[src/rtl/tl_rx_fc_credits_received_ctrl_if.sv]
// Descriptor, credit-limit and CREDITS_RECEIVED bundle between TLP decode/write handler and the FC controller.
interface tl_rx_fc_credits_received_ctrl_if #(
  parameter int unsigned HDR_CREDS_WIDTH  = 12,
  parameter int unsigned DATA_CREDS_WIDTH = 16,
  parameter int unsigned LEN_DW_WIDTH     = 10
);
  logic                          fc_init_done;
  logic                          overflow_check_en;
  logic                          tlp_valid;
  logic                          tlp_ready;
  logic [1:0]                    tlp_fc_type;
  logic                          tlp_has_data;
  logic [LEN_DW_WIDTH-1:0]       tlp_length_dw;
  logic [5:0]                    hdr_scale;
  logic [5:0]                    data_scale;
  logic [3*HDR_CREDS_WIDTH-1:0]  cl_hdr;
  logic [3*DATA_CREDS_WIDTH-1:0] cl_data;
  logic                          tlp_commit;
  logic                          overflow_error;
  logic                          overflow_is_data;
  logic [3*HDR_CREDS_WIDTH-1:0]  cr_hdr;
  logic [3*DATA_CREDS_WIDTH-1:0] cr_data;

  // Write handler side: presents descriptors and limits, consumes the verdict.
  modport master (
    output fc_init_done, overflow_check_en, tlp_valid, tlp_fc_type, tlp_has_data,
           tlp_length_dw, hdr_scale, data_scale, cl_hdr, cl_data,
    input  tlp_ready, tlp_commit, overflow_error, overflow_is_data, cr_hdr, cr_data
  );

  // Controller side.
  modport slave (
    input  fc_init_done, overflow_check_en, tlp_valid, tlp_fc_type, tlp_has_data,
           tlp_length_dw, hdr_scale, data_scale, cl_hdr, cl_data,
    output tlp_ready, tlp_commit, overflow_error, overflow_is_data, cr_hdr, cr_data
  );
endinterface

[src/rtl/tl_rx_fc_credits_received_ctrl.sv]
// Receive-side FC sequencer: per-type CREDITS_RECEIVED tracking and receiver-overflow check per TLP.
module tl_rx_fc_credits_received_ctrl #(
  parameter int unsigned HDR_CREDS_WIDTH  = 12,
  parameter int unsigned DATA_CREDS_WIDTH = 16,
  parameter int unsigned LEN_DW_WIDTH     = 10
) (
  input  logic clk,
  input  logic reset_n,
  tl_rx_fc_credits_received_ctrl_if.slave bus
);

  localparam int unsigned HW = HDR_CREDS_WIDTH;
  localparam int unsigned DW = DATA_CREDS_WIDTH;
  localparam int unsigned LW = LEN_DW_WIDTH;

  typedef enum logic [1:0] {
    S_IDLE  = 2'd0,
    S_CALC  = 2'd1,
    S_CHECK = 2'd2
  } state_e;

  state_e          state_q, state_d;
  logic [1:0]      type_q, type_d;
  logic            has_data_q, has_data_d;
  logic [LW-1:0]   len_q, len_d;
  logic [1:0]      hscale_q, hscale_d;
  logic [1:0]      dscale_q, dscale_d;
  logic [DW-1:0]   need_data_q, need_data_d;
  logic [3*HW-1:0] cr_hdr_q, cr_hdr_d;
  logic [3*DW-1:0] cr_data_q, cr_data_d;
  logic            commit_q, commit_d;
  logic            ovf_q, ovf_d;
  logic            ovf_is_data_q, ovf_is_data_d;
  logic            ready_q, ready_d;

  logic [LW:0]     len_full;
  logic [DW-1:0]   need_data_calc;
  logic [3:0]      hf;
  logic [4:0]      df;
  logic [HW-1:0]   hmask, hhalf, cl_h, cr_h, sum_h, r_h, new_h;
  logic [DW-1:0]   dmask, dhalf, cl_d, cr_d, sum_d, r_d, new_d;
  logic            h_fail, d_fail;

  // Data credit need: ceil(L/G) with L=0 meaning the maximum length.
  always_comb begin
    len_full = (len_q == '0) ? {1'b1, {LW{1'b0}}} : {1'b0, len_q};
    case (dscale_q)
      2'b10:   need_data_calc = DW'((len_full + (LW+1)'(15)) >> 4);
      2'b11:   need_data_calc = DW'((len_full + (LW+1)'(63)) >> 6);
      default: need_data_calc = DW'((len_full + (LW+1)'(3)) >> 2);
    endcase
  end

  // Modular overflow check on the selected type's header and data fields.
  always_comb begin
    case (hscale_q)
      2'b10:   hf = 4'd10;
      2'b11:   hf = 4'd12;
      default: hf = 4'd8;
    endcase
    case (dscale_q)
      2'b10:   df = 5'd14;
      2'b11:   df = 5'd16;
      default: df = 5'd12;
    endcase
    hmask = ~({HW{1'b1}} << hf);
    hhalf = HW'(1) << (hf - 4'd1);
    dmask = ~({DW{1'b1}} << df);
    dhalf = DW'(1) << (df - 5'd1);

    cl_h = '0;
    cr_h = '0;
    cl_d = '0;
    cr_d = '0;
    case (type_q)
      2'd0: begin
        cl_h = bus.cl_hdr[0 +: HW];
        cr_h = cr_hdr_q[0 +: HW];
        cl_d = bus.cl_data[0 +: DW];
        cr_d = cr_data_q[0 +: DW];
      end
      2'd1: begin
        cl_h = bus.cl_hdr[HW +: HW];
        cr_h = cr_hdr_q[HW +: HW];
        cl_d = bus.cl_data[DW +: DW];
        cr_d = cr_data_q[DW +: DW];
      end
      2'd2: begin
        cl_h = bus.cl_hdr[2*HW +: HW];
        cr_h = cr_hdr_q[2*HW +: HW];
        cl_d = bus.cl_data[2*DW +: DW];
        cr_d = cr_data_q[2*DW +: DW];
      end
      default: ;
    endcase

    sum_h  = cr_h + HW'(1);
    r_h    = (cl_h - sum_h) & hmask;
    new_h  = sum_h & hmask;
    h_fail = (r_h > hhalf) && ((cl_h & hmask) != '0);

    sum_d  = cr_d + need_data_q;
    r_d    = (cl_d - sum_d) & dmask;
    new_d  = sum_d & dmask;
    d_fail = (need_data_q != '0) && (r_d > dhalf) && ((cl_d & dmask) != '0);
  end

  // Next-state, capture, counter update and pulse generation.
  always_comb begin
    state_d       = state_q;
    type_d        = type_q;
    has_data_d    = has_data_q;
    len_d         = len_q;
    hscale_d      = hscale_q;
    dscale_d      = dscale_q;
    need_data_d   = need_data_q;
    cr_hdr_d      = cr_hdr_q;
    cr_data_d     = cr_data_q;
    commit_d      = 1'b0;
    ovf_d         = 1'b0;
    ovf_is_data_d = 1'b0;

    case (state_q)
      S_IDLE: begin
        if (bus.tlp_valid && ready_q) begin
          type_d     = bus.tlp_fc_type;
          has_data_d = bus.tlp_has_data;
          len_d      = bus.tlp_length_dw;
          case (bus.tlp_fc_type)
            2'd0: begin
              hscale_d = bus.hdr_scale[1:0];
              dscale_d = bus.data_scale[1:0];
            end
            2'd1: begin
              hscale_d = bus.hdr_scale[3:2];
              dscale_d = bus.data_scale[3:2];
            end
            2'd2: begin
              hscale_d = bus.hdr_scale[5:4];
              dscale_d = bus.data_scale[5:4];
            end
            default: begin
              hscale_d = 2'b00;
              dscale_d = 2'b00;
            end
          endcase
          state_d = S_CALC;
        end
      end
      S_CALC: begin
        need_data_d = has_data_q ? need_data_calc : '0;
        state_d     = S_CHECK;
      end
      S_CHECK: begin
        state_d = S_IDLE;
        if (type_q == 2'd3) begin
          commit_d = 1'b1;
        end else if (!bus.overflow_check_en || (!h_fail && !d_fail)) begin
          commit_d = 1'b1;
          case (type_q)
            2'd0: begin
              cr_hdr_d[0 +: HW]  = new_h;
              cr_data_d[0 +: DW] = new_d;
            end
            2'd1: begin
              cr_hdr_d[HW +: HW]  = new_h;
              cr_data_d[DW +: DW] = new_d;
            end
            default: begin
              cr_hdr_d[2*HW +: HW]  = new_h;
              cr_data_d[2*DW +: DW] = new_d;
            end
          endcase
        end else begin
          ovf_d         = 1'b1;
          ovf_is_data_d = !h_fail;
        end
      end
      default: state_d = S_IDLE;
    endcase

    // Ready only in a settled IDLE cycle, so it stays low through the cycle the verdict is visible.
    ready_d = bus.fc_init_done && (state_q == S_IDLE) && (state_d == S_IDLE);
  end

  // State and output registers.
  always_ff @(posedge clk or negedge reset_n) begin
    if (!reset_n) begin
      state_q       <= S_IDLE;
      type_q        <= 2'd0;
      has_data_q    <= 1'b0;
      len_q         <= '0;
      hscale_q      <= 2'b00;
      dscale_q      <= 2'b00;
      need_data_q   <= '0;
      cr_hdr_q      <= '0;
      cr_data_q     <= '0;
      commit_q      <= 1'b0;
      ovf_q         <= 1'b0;
      ovf_is_data_q <= 1'b0;
      ready_q       <= 1'b0;
    end else begin
      state_q       <= state_d;
      type_q        <= type_d;
      has_data_q    <= has_data_d;
      len_q         <= len_d;
      hscale_q      <= hscale_d;
      dscale_q      <= dscale_d;
      need_data_q   <= need_data_d;
      cr_hdr_q      <= cr_hdr_d;
      cr_data_q     <= cr_data_d;
      commit_q      <= commit_d;
      ovf_q         <= ovf_d;
      ovf_is_data_q <= ovf_is_data_d;
      ready_q       <= ready_d;
    end
  end

  assign bus.tlp_ready        = ready_q;
  assign bus.tlp_commit       = commit_q;
  assign bus.overflow_error   = ovf_q;
  assign bus.overflow_is_data = ovf_is_data_q;
  assign bus.cr_hdr           = cr_hdr_q;
  assign bus.cr_data          = cr_data_q;

endmodule

[src/flat_wrapper.sv]
// flat-port wrapper written by rule: the top's interface ports become plain ports
module tl_rx_fc_credits_received_ctrl_flat 
#(
  parameter int unsigned HDR_CREDS_WIDTH  = 12,
  parameter int unsigned DATA_CREDS_WIDTH = 16,
  parameter int unsigned LEN_DW_WIDTH     = 10
)
  (clk, reset_n, bus_fc_init_done, bus_overflow_check_en, bus_tlp_valid, bus_tlp_fc_type, bus_tlp_has_data, bus_tlp_length_dw, bus_hdr_scale, bus_data_scale, bus_cl_hdr, bus_cl_data, bus_tlp_ready, bus_tlp_commit, bus_overflow_error, bus_overflow_is_data, bus_cr_hdr, bus_cr_data);
  tl_rx_fc_credits_received_ctrl_if #(.HDR_CREDS_WIDTH(HDR_CREDS_WIDTH), .DATA_CREDS_WIDTH(DATA_CREDS_WIDTH), .LEN_DW_WIDTH(LEN_DW_WIDTH)) bus_i ();
  input  logic clk;
  input  logic reset_n;
  input wire logic [$bits(bus_i.fc_init_done)-1:0] bus_fc_init_done;
  input wire logic [$bits(bus_i.overflow_check_en)-1:0] bus_overflow_check_en;
  input wire logic [$bits(bus_i.tlp_valid)-1:0] bus_tlp_valid;
  input wire logic [$bits(bus_i.tlp_fc_type)-1:0] bus_tlp_fc_type;
  input wire logic [$bits(bus_i.tlp_has_data)-1:0] bus_tlp_has_data;
  input wire logic [$bits(bus_i.tlp_length_dw)-1:0] bus_tlp_length_dw;
  input wire logic [$bits(bus_i.hdr_scale)-1:0] bus_hdr_scale;
  input wire logic [$bits(bus_i.data_scale)-1:0] bus_data_scale;
  input wire logic [$bits(bus_i.cl_hdr)-1:0] bus_cl_hdr;
  input wire logic [$bits(bus_i.cl_data)-1:0] bus_cl_data;
  output wire logic [$bits(bus_i.tlp_ready)-1:0] bus_tlp_ready;
  output wire logic [$bits(bus_i.tlp_commit)-1:0] bus_tlp_commit;
  output wire logic [$bits(bus_i.overflow_error)-1:0] bus_overflow_error;
  output wire logic [$bits(bus_i.overflow_is_data)-1:0] bus_overflow_is_data;
  output wire logic [$bits(bus_i.cr_hdr)-1:0] bus_cr_hdr;
  output wire logic [$bits(bus_i.cr_data)-1:0] bus_cr_data;
  assign bus_i.fc_init_done = bus_fc_init_done;
  assign bus_i.overflow_check_en = bus_overflow_check_en;
  assign bus_i.tlp_valid = bus_tlp_valid;
  assign bus_i.tlp_fc_type = bus_tlp_fc_type;
  assign bus_i.tlp_has_data = bus_tlp_has_data;
  assign bus_i.tlp_length_dw = bus_tlp_length_dw;
  assign bus_i.hdr_scale = bus_hdr_scale;
  assign bus_i.data_scale = bus_data_scale;
  assign bus_i.cl_hdr = bus_cl_hdr;
  assign bus_i.cl_data = bus_cl_data;
  assign bus_tlp_ready = bus_i.tlp_ready;
  assign bus_tlp_commit = bus_i.tlp_commit;
  assign bus_overflow_error = bus_i.overflow_error;
  assign bus_overflow_is_data = bus_i.overflow_is_data;
  assign bus_cr_hdr = bus_i.cr_hdr;
  assign bus_cr_data = bus_i.cr_data;
  tl_rx_fc_credits_received_ctrl #(.HDR_CREDS_WIDTH(HDR_CREDS_WIDTH), .DATA_CREDS_WIDTH(DATA_CREDS_WIDTH), .LEN_DW_WIDTH(LEN_DW_WIDTH)) u_core (.clk(clk), .reset_n(reset_n), .bus(bus_i));
endmodule
[config.mk]
export PLATFORM = sky130hd
export DESIGN_NAME = tl_rx_fc_credits_received_ctrl_flat
export DESIGN_NICKNAME = d
export VERILOG_FILES = /design/src/rtl/tl_rx_fc_credits_received_ctrl_if.sv /design/src/rtl/tl_rx_fc_credits_received_ctrl.sv /design/src/flat_wrapper.sv
export SDC_FILE = /design/constraint.sdc
export NUM_CORES = 1
export LEC_CHECK = 0
export BUFFER_PORTS_ARGS = -buffer_cell sky130_fd_sc_hd__buf_2
export CAP_MARGIN = 20
export CORE_MARGIN = 4
export CORE_UTILIZATION = 55
export DETAILED_ROUTE_END_ITERATION = 10
export PLACE_DENSITY = 0.89
export SYNTH_ARGS = -nofsm -noshare
export SYNTH_HDL_FRONTEND = slang
export SYNTH_SLANG_ARGS = --single-unit
export TNS_END_PERCENT = 20
[constraint.sdc]
create_clock -name clk -period 11.6 [get_ports clk]
set_input_delay 0.58 -clock clk [delete_from_list [all_inputs] [get_ports clk]]
set_output_delay 0.58 -clock clk [all_outputs]
set_load 0.1 [all_outputs]
Yosys cells after proc, flatten, opt, wreduce, memory -nomap -nowiden

Cells that the tools add are included.

Input port bits: 114
Output and inout bits: 88
Register bits: 123

Reduce and logical (&&, ||, !) cells: 24
Muxes and demuxes: 22
Shift operators: 4
Magnitude comparators: 2
Bitwise gates (word level): 10
Add/sub/neg operators: 9
Eq/ne operators: 11

Operator list:

| kind                                                                | number |
|---|---|
| 16-bit one-hot mux with 3 select lines                              | 2 |
| 12-bit one-hot mux with 3 select lines                              | 2 |
| 16-bit bitwise AND                                                  | 3 |
| 12-bit bitwise AND                                                  | 3 |
| 16-bit nonzero test                                                 | 2 |
| 12-bit one-hot mux with 2 select lines                              | 1 |
| 16-bit adder                                                        | 1 |
| 2-bit == test, second input constant                                | 8 |
| 16-bit greater-than comparator                                      | 1 |
| 16-bit 2-to-1 mux                                                   | 1 |
| 16-bit NOT                                                          | 1 |
| 1-bit by 5-bit left shift with 16-bit output, first input constant  | 1 |
| 16-bit by 5-bit left shift with 16-bit output, first input constant | 1 |
| 16-bit subtractor                                                   | 1 |
| 11-bit by 2-bit adder with 12-bit output, second input constant     | 1 |
| 11-bit by 4-bit adder with 12-bit output, second input constant     | 1 |
| 11-bit by 6-bit adder with 12-bit output, second input constant     | 1 |
| 12-bit by 1-bit adder with 12-bit output, second input constant     | 1 |
| 12-bit greater-than comparator                                      | 1 |
| 12-bit NOT                                                          | 1 |
| 2-bit one-hot mux with 3 select lines                               | 2 |
| 4-bit AND reduction                                                 | 3 |
| 12-bit nonzero test                                                 | 1 |
| 1-bit by 4-bit left shift with 12-bit output, first input constant  | 1 |
| 19 further kinds                                                    | 41 |

Longest topological paths before layout

Depth after elaboration: 14
Mapped depth: 39

Worst setup path before layout

OpenSTA, ideal clock, no wires.

Path kind: reg2reg
Start point: register u_core.type_q[1]
End point: register u_core.cr_data_q[32], in the netlist u_core.bus.cr_data[32]
Arrival: 7.635 ns
Setup time: 0.126 ns
Required time: 11.474 ns
Path buffers: 8
Cell stages (with the launch flop): 38
Setup slack: 3.839 ns
Cell sequence: dfrtp_1 -> buf_4 -> buf_4 -> buf_4 -> buf_4 -> buf_1 -> buf_1 -> mux2i_1 -> o21ai_0 -> fa_1 -> a21o_1 -> a21oi_1 -> o21bai_1 -> a21oi_1 -> o21bai_1 -> a21oi_1 -> o21bai_1 -> a21oi_1 -> [2 not listed] -> ha_1 -> o21ai_0 -> a211oi_1 -> nand2_1 -> a21oi_1 -> o21a_1 -> o21a_1 -> ha_1 -> nor4_1 -> o2111ai_1 -> a2111oi_1 -> o31ai_1 -> a32oi_2 -> o21ai_2 -> or3b_1 -> buf_6 -> buf_12 -> mux2_4

Cells in the longest elaborated chain, start to end: 12
Elaborated cells on any way between the ends: 32

RTL lines:

| item                                        | RTL line                              | RTL |
|---|---|---|
| from (decl)                                 | tl_rx_fc_credits_received_ctrl.sv:23  | `logic [1:0] type_q, type_d;` |
| from (signal assigned)                      | tl_rx_fc_credits_received_ctrl.sv:204 | `type_q <= type_d;` |
| 2-bit == test, or another cell as far along | tl_rx_fc_credits_received_ctrl.sv:75  | `case (type_q)` |
| 16-bit one-hot mux with 3 select lines      | tl_rx_fc_credits_received_ctrl.sv:75  |  |
| 16-bit adder                                | tl_rx_fc_credits_received_ctrl.sv:102 | `sum_d = cr_d + need_data_q;` |
| 16-bit subtractor                           | tl_rx_fc_credits_received_ctrl.sv:103 | `r_d = (cl_d - sum_d) & dmask;` |
| 16-bit bitwise AND                          | tl_rx_fc_credits_received_ctrl.sv:103 |  |
| 16-bit greater-than comparator              | tl_rx_fc_credits_received_ctrl.sv:105 | `d_fail = (need_data_q != '0) && (r_d > dhalf) && ((cl_d & dmask) != '0);` |
| 1-bit logical AND (2 in a row)              | tl_rx_fc_credits_received_ctrl.sv:105 |  |
| 1-bit zero test                             | tl_rx_fc_credits_received_ctrl.sv:158 | `end else if (!bus.overflow_check_en \|\| (!h_fail && !d_fail)) begin` |
| 1-bit logical AND                           | tl_rx_fc_credits_received_ctrl.sv:158 |  |
| 1-bit logical OR                            | tl_rx_fc_credits_received_ctrl.sv:158 |  |
| 4-bit AND reduction (no line)               | -                                     |  |
| to (signal assigned)                        | tl_rx_fc_credits_received_ctrl.sv:211 | `cr_data_q <= cr_data_d;` |
| to (decl)                                   | tl_rx_fc_credits_received_ctrl.sv:30  | `logic [3*DW-1:0] cr_data_q, cr_data_d;` |

Parallel ways exist; a longest one is shown, timed or not.
A chain may end at the register's enable or synchronous reset.

Final worst setup path

Start point: register u_core.type_q[1]
End point: register u_core.cr_data_q[36], in the netlist u_core.bus.cr_data[36]

Same word-level chain as after synthesis.

==> results.txt <==
Status: complete, no violations
Library cells used by synthesis: 82
Die width: 135 um
# hold bufs at CTS: 0
Fmax: 121 MHz
Post-CTS Setup Inserts: 0
Register area: 2930 um2
Diode count: 0
Number of max-cap violations: 0
Fin. max-slew vios: 0
Synth Area in Simple Gates: 0.138
Routed length per instance: 18.6 um
Syn. warnings: 0
CP max FO: 43
Switching pwr: 0.00151 W
Clk slew on worst S/H paths: 0.06 ns
Largest net degree at the start of global routing: 80
CP Data Arrival Time: 8.53 ns
Gr ovfl total: 0
Final wirelength: 25.3 mm
Mux contribution to synthesized area: 0.177
Worst r2r src: u_core.type_q[1]
Post-route DRC violation count: 0
Leakage Power: 5.33 nW
Slowest CP cell: dfrtp_4
1st-pass router iterations: 6
CP dominant cell by count: a21oi_1
Post-synthesis compound-gate area fraction: 0.169
# setup viols final: 0
Post-layout minimum cycle time: 8.24 ns
Vias in the first global route: 7833
Die Area: 18100 um2
Layout cells sized above 1: 0.296
CP Launch Type: flip-flop
Final Hold Viols: 0
GPL Wtd Cong: 0.974
Combinational power share: 0.617
Crit path from: u_core.type_q[1]
TritonCTS sink count: 117
Detail Route Antenna Nets: 0
EDFF count, synth: 0
Area of the multi-input gates: 5510 um2
Worst-margin pin slew: 0.979 ns
Critical path class: flip-flop to flip-flop
Syn Area/Cell: 9.34 um2
Starting DRC count in detailed routing: 803
Longest Clk Path Bufs: 2
CTS buffer count: 17
Post-CTS Resized: 0
Worst stage delay on the critical path: 0.73 ns
Initial antenna violation count: 0
Post-synthesis xor/xnor area fraction: 0.0552
Vias: 8083
Total Routing Usage GR: 0.275
Most frequent cells in the layout: 200 x buf_2, 115 x dfrtp_1, 110 x nand2_1
Syn Std Cell Area: 8830 um2
Tcrit/Tclk final: 0.710
Port bufs: 201
Via/cell ratio: 5.93
Critical Path End Type: flip-flop
Filler Cell Count: 1164
FFs w/ async S/R, synth: 1.00
Sw Share: 0.505
Seq/Total Area, Yosys: 0.331
Initial Utilization: 0.558
Max VDD drop: 185 uV
Register-to-register setup slack: 3.36 ns
Chip height: 135 um
Clock Power Share: 0.181
R2r worst-path depth: 31
Commonest non-fill, non-tap cell in the layout: buf_2
Hpwl dp: 19.0 mm
I/O pins: 202
Worst reg2reg path endpoint: u_core.bus.cr_data[36]
Most used flip-flop cell after synthesis: dfrtp_1
Row Count: 46
Slew margin rel.: 0.347
Post-Synthesis Cells: 946
H-tree depth: 4
CP Capture Point: u_core.bus.cr_data[36]
Final #Nets: 1301
Combinational family with the most area after synthesis: multiplexers
Clk root buf: clkbuf_16
Seq pwr share: 0.202
Clk_skew: 0.0164 ns
Internal Power: 0.00148 W
Core area: 15800 um2
First-pass GRT wire length: 39.5 mm
CTS tree: yes
Post-synthesis adder-cell area fraction: 0.0790
Worst-Skew Late Latency: 0.43 ns
Final Power: 0.00299 W
Worst Path Required: 11.90 ns
FF+latch count, synth: 117
Setup_tns: 0 ns
Power Density: 283 nW/um2
RSZ-0062 raised after global routing: no
Worst hold path type: input pin to async pin
Area delta synth->final: 19.7%
## how the worst min path moves through the flow
stage,slack (ns),to,depth (start not counted),from
6_report,0.32,u_core.bus.cr_hdr[32],1,reset_n
3_3_place_gp,0.49,u_core.has_data_q,1,u_core.has_data_q
3_5_place_dp,0.50,u_core.has_data_q,1,u_core.has_data_q
2_1_floorplan,0.28,u_core.bus.cr_data[0],0,reset_n
5_1_grt,0.38,u_core.len_q[0],2,bus_tlp_length_dw[0]
4_1_cts,0.35,u_core.bus.cr_hdr[32],1,reset_n
## metrics by stage
stage	hold WS, ns	std cells	area (um2)	worst slack, ns	util
2_1_floorplan	0.284	952	8850	3.84	-
3_3_place_gp	0.491	1330	9960	4.03	0.629
3_5_place_dp	0.496	1330	9960	3.60	0.629
4_1_cts	0.347	1362	10600	3.50	0.668
5_1_grt	0.377	1362	10600	2.95	0.668
6_report	0.318	1362	10600	3.36	0.668
## sequential cells by signal (all words and copies together), names as in the netlist
signal                       cells
u_core.bus.cr_data              48
u_core.bus.cr_hdr               36
u_core.bus.overflow_error        1
u_core.bus.overflow_is_data      1
u_core.bus.tlp_commit            1
u_core.bus.tlp_ready             1
u_core.dscale_q                  2
u_core.has_data_q                1
u_core.hscale_q                  2
u_core.len_q                    10
u_core.need_data_q              10
u_core.state_q                   2
u_core.type_q                    2
## power by group through the flow
stage	Combinational [W]	Sequential, W	Clock [W]
4_1_cts	0.00182	0.000600	0.000544
6_report	0.00184	0.000604	0.000540
3_3_place_gp	0.00175	0.000602	0
2_1_floorplan	0.00118	0.000840	0
5_1_grt	0.00199	0.000613	0.000569
3_5_place_dp	0.00180	0.000605	0
## logic make-up (layout without fill, tap and decap cells)
kind of cell / Yosys count / after routing
AO/OA/AOI/OAI: 226 / 226
XOR/XNOR: 54 / 54
adder cells (fa/ha/maj): 54 / 54
buffers and inverters: 94 / 288
flip-flops: 117 / 117
multiplexers: 139 / 139
other: 2 / 8
AND/OR/NAND/NOR: 260 / 260
## area by class of cell
cell class / count / share of cell area
Clock buffer: 18 / 0.0415
Timing Repair Buffer: 209 / 0.101
Tap cell: 216 / 0.0256
Multi-Input combinational cell: 741 / 0.521
Inverter: 47 / 0.0167
Clock inverter: 14 / 0.0164
Sequential cell: 117 / 0.277
## cell usage after synthesis (all sizes together), types with 27 or more instances
library cell,instances,share of area
a21oi,39,0.022
clkbuf,27,0.011
dfrtp,117,0.33
ha,51,0.072
inv,47,0.020
mux2,79,0.11
mux2i,60,0.068
nand2,110,0.047
nor2,54,0.023
o21ai,94,0.054
xnor2,33,0.033
## metal layers
metal	share of wire	track usage
met1	0.38	0.328
met2	0.50	0.474
met3	0.072	0.0604
met4	0.042	0.128
met5	0	0
## worst max-delay path, delay by kind of cell (launching register included)
family	cells	cell delay, ns
multiplexers	1	0.34
flip-flops	1	0.73
AND/OR/NAND/NOR	6	1.51
adder cells (fa/ha/maj)	3	0.90
XOR/XNOR	1	0.23
AO/OA/AOI/OAI	17	3.40
buffers and inverters	3	0.96
Power figures use the tool's default switching activity.
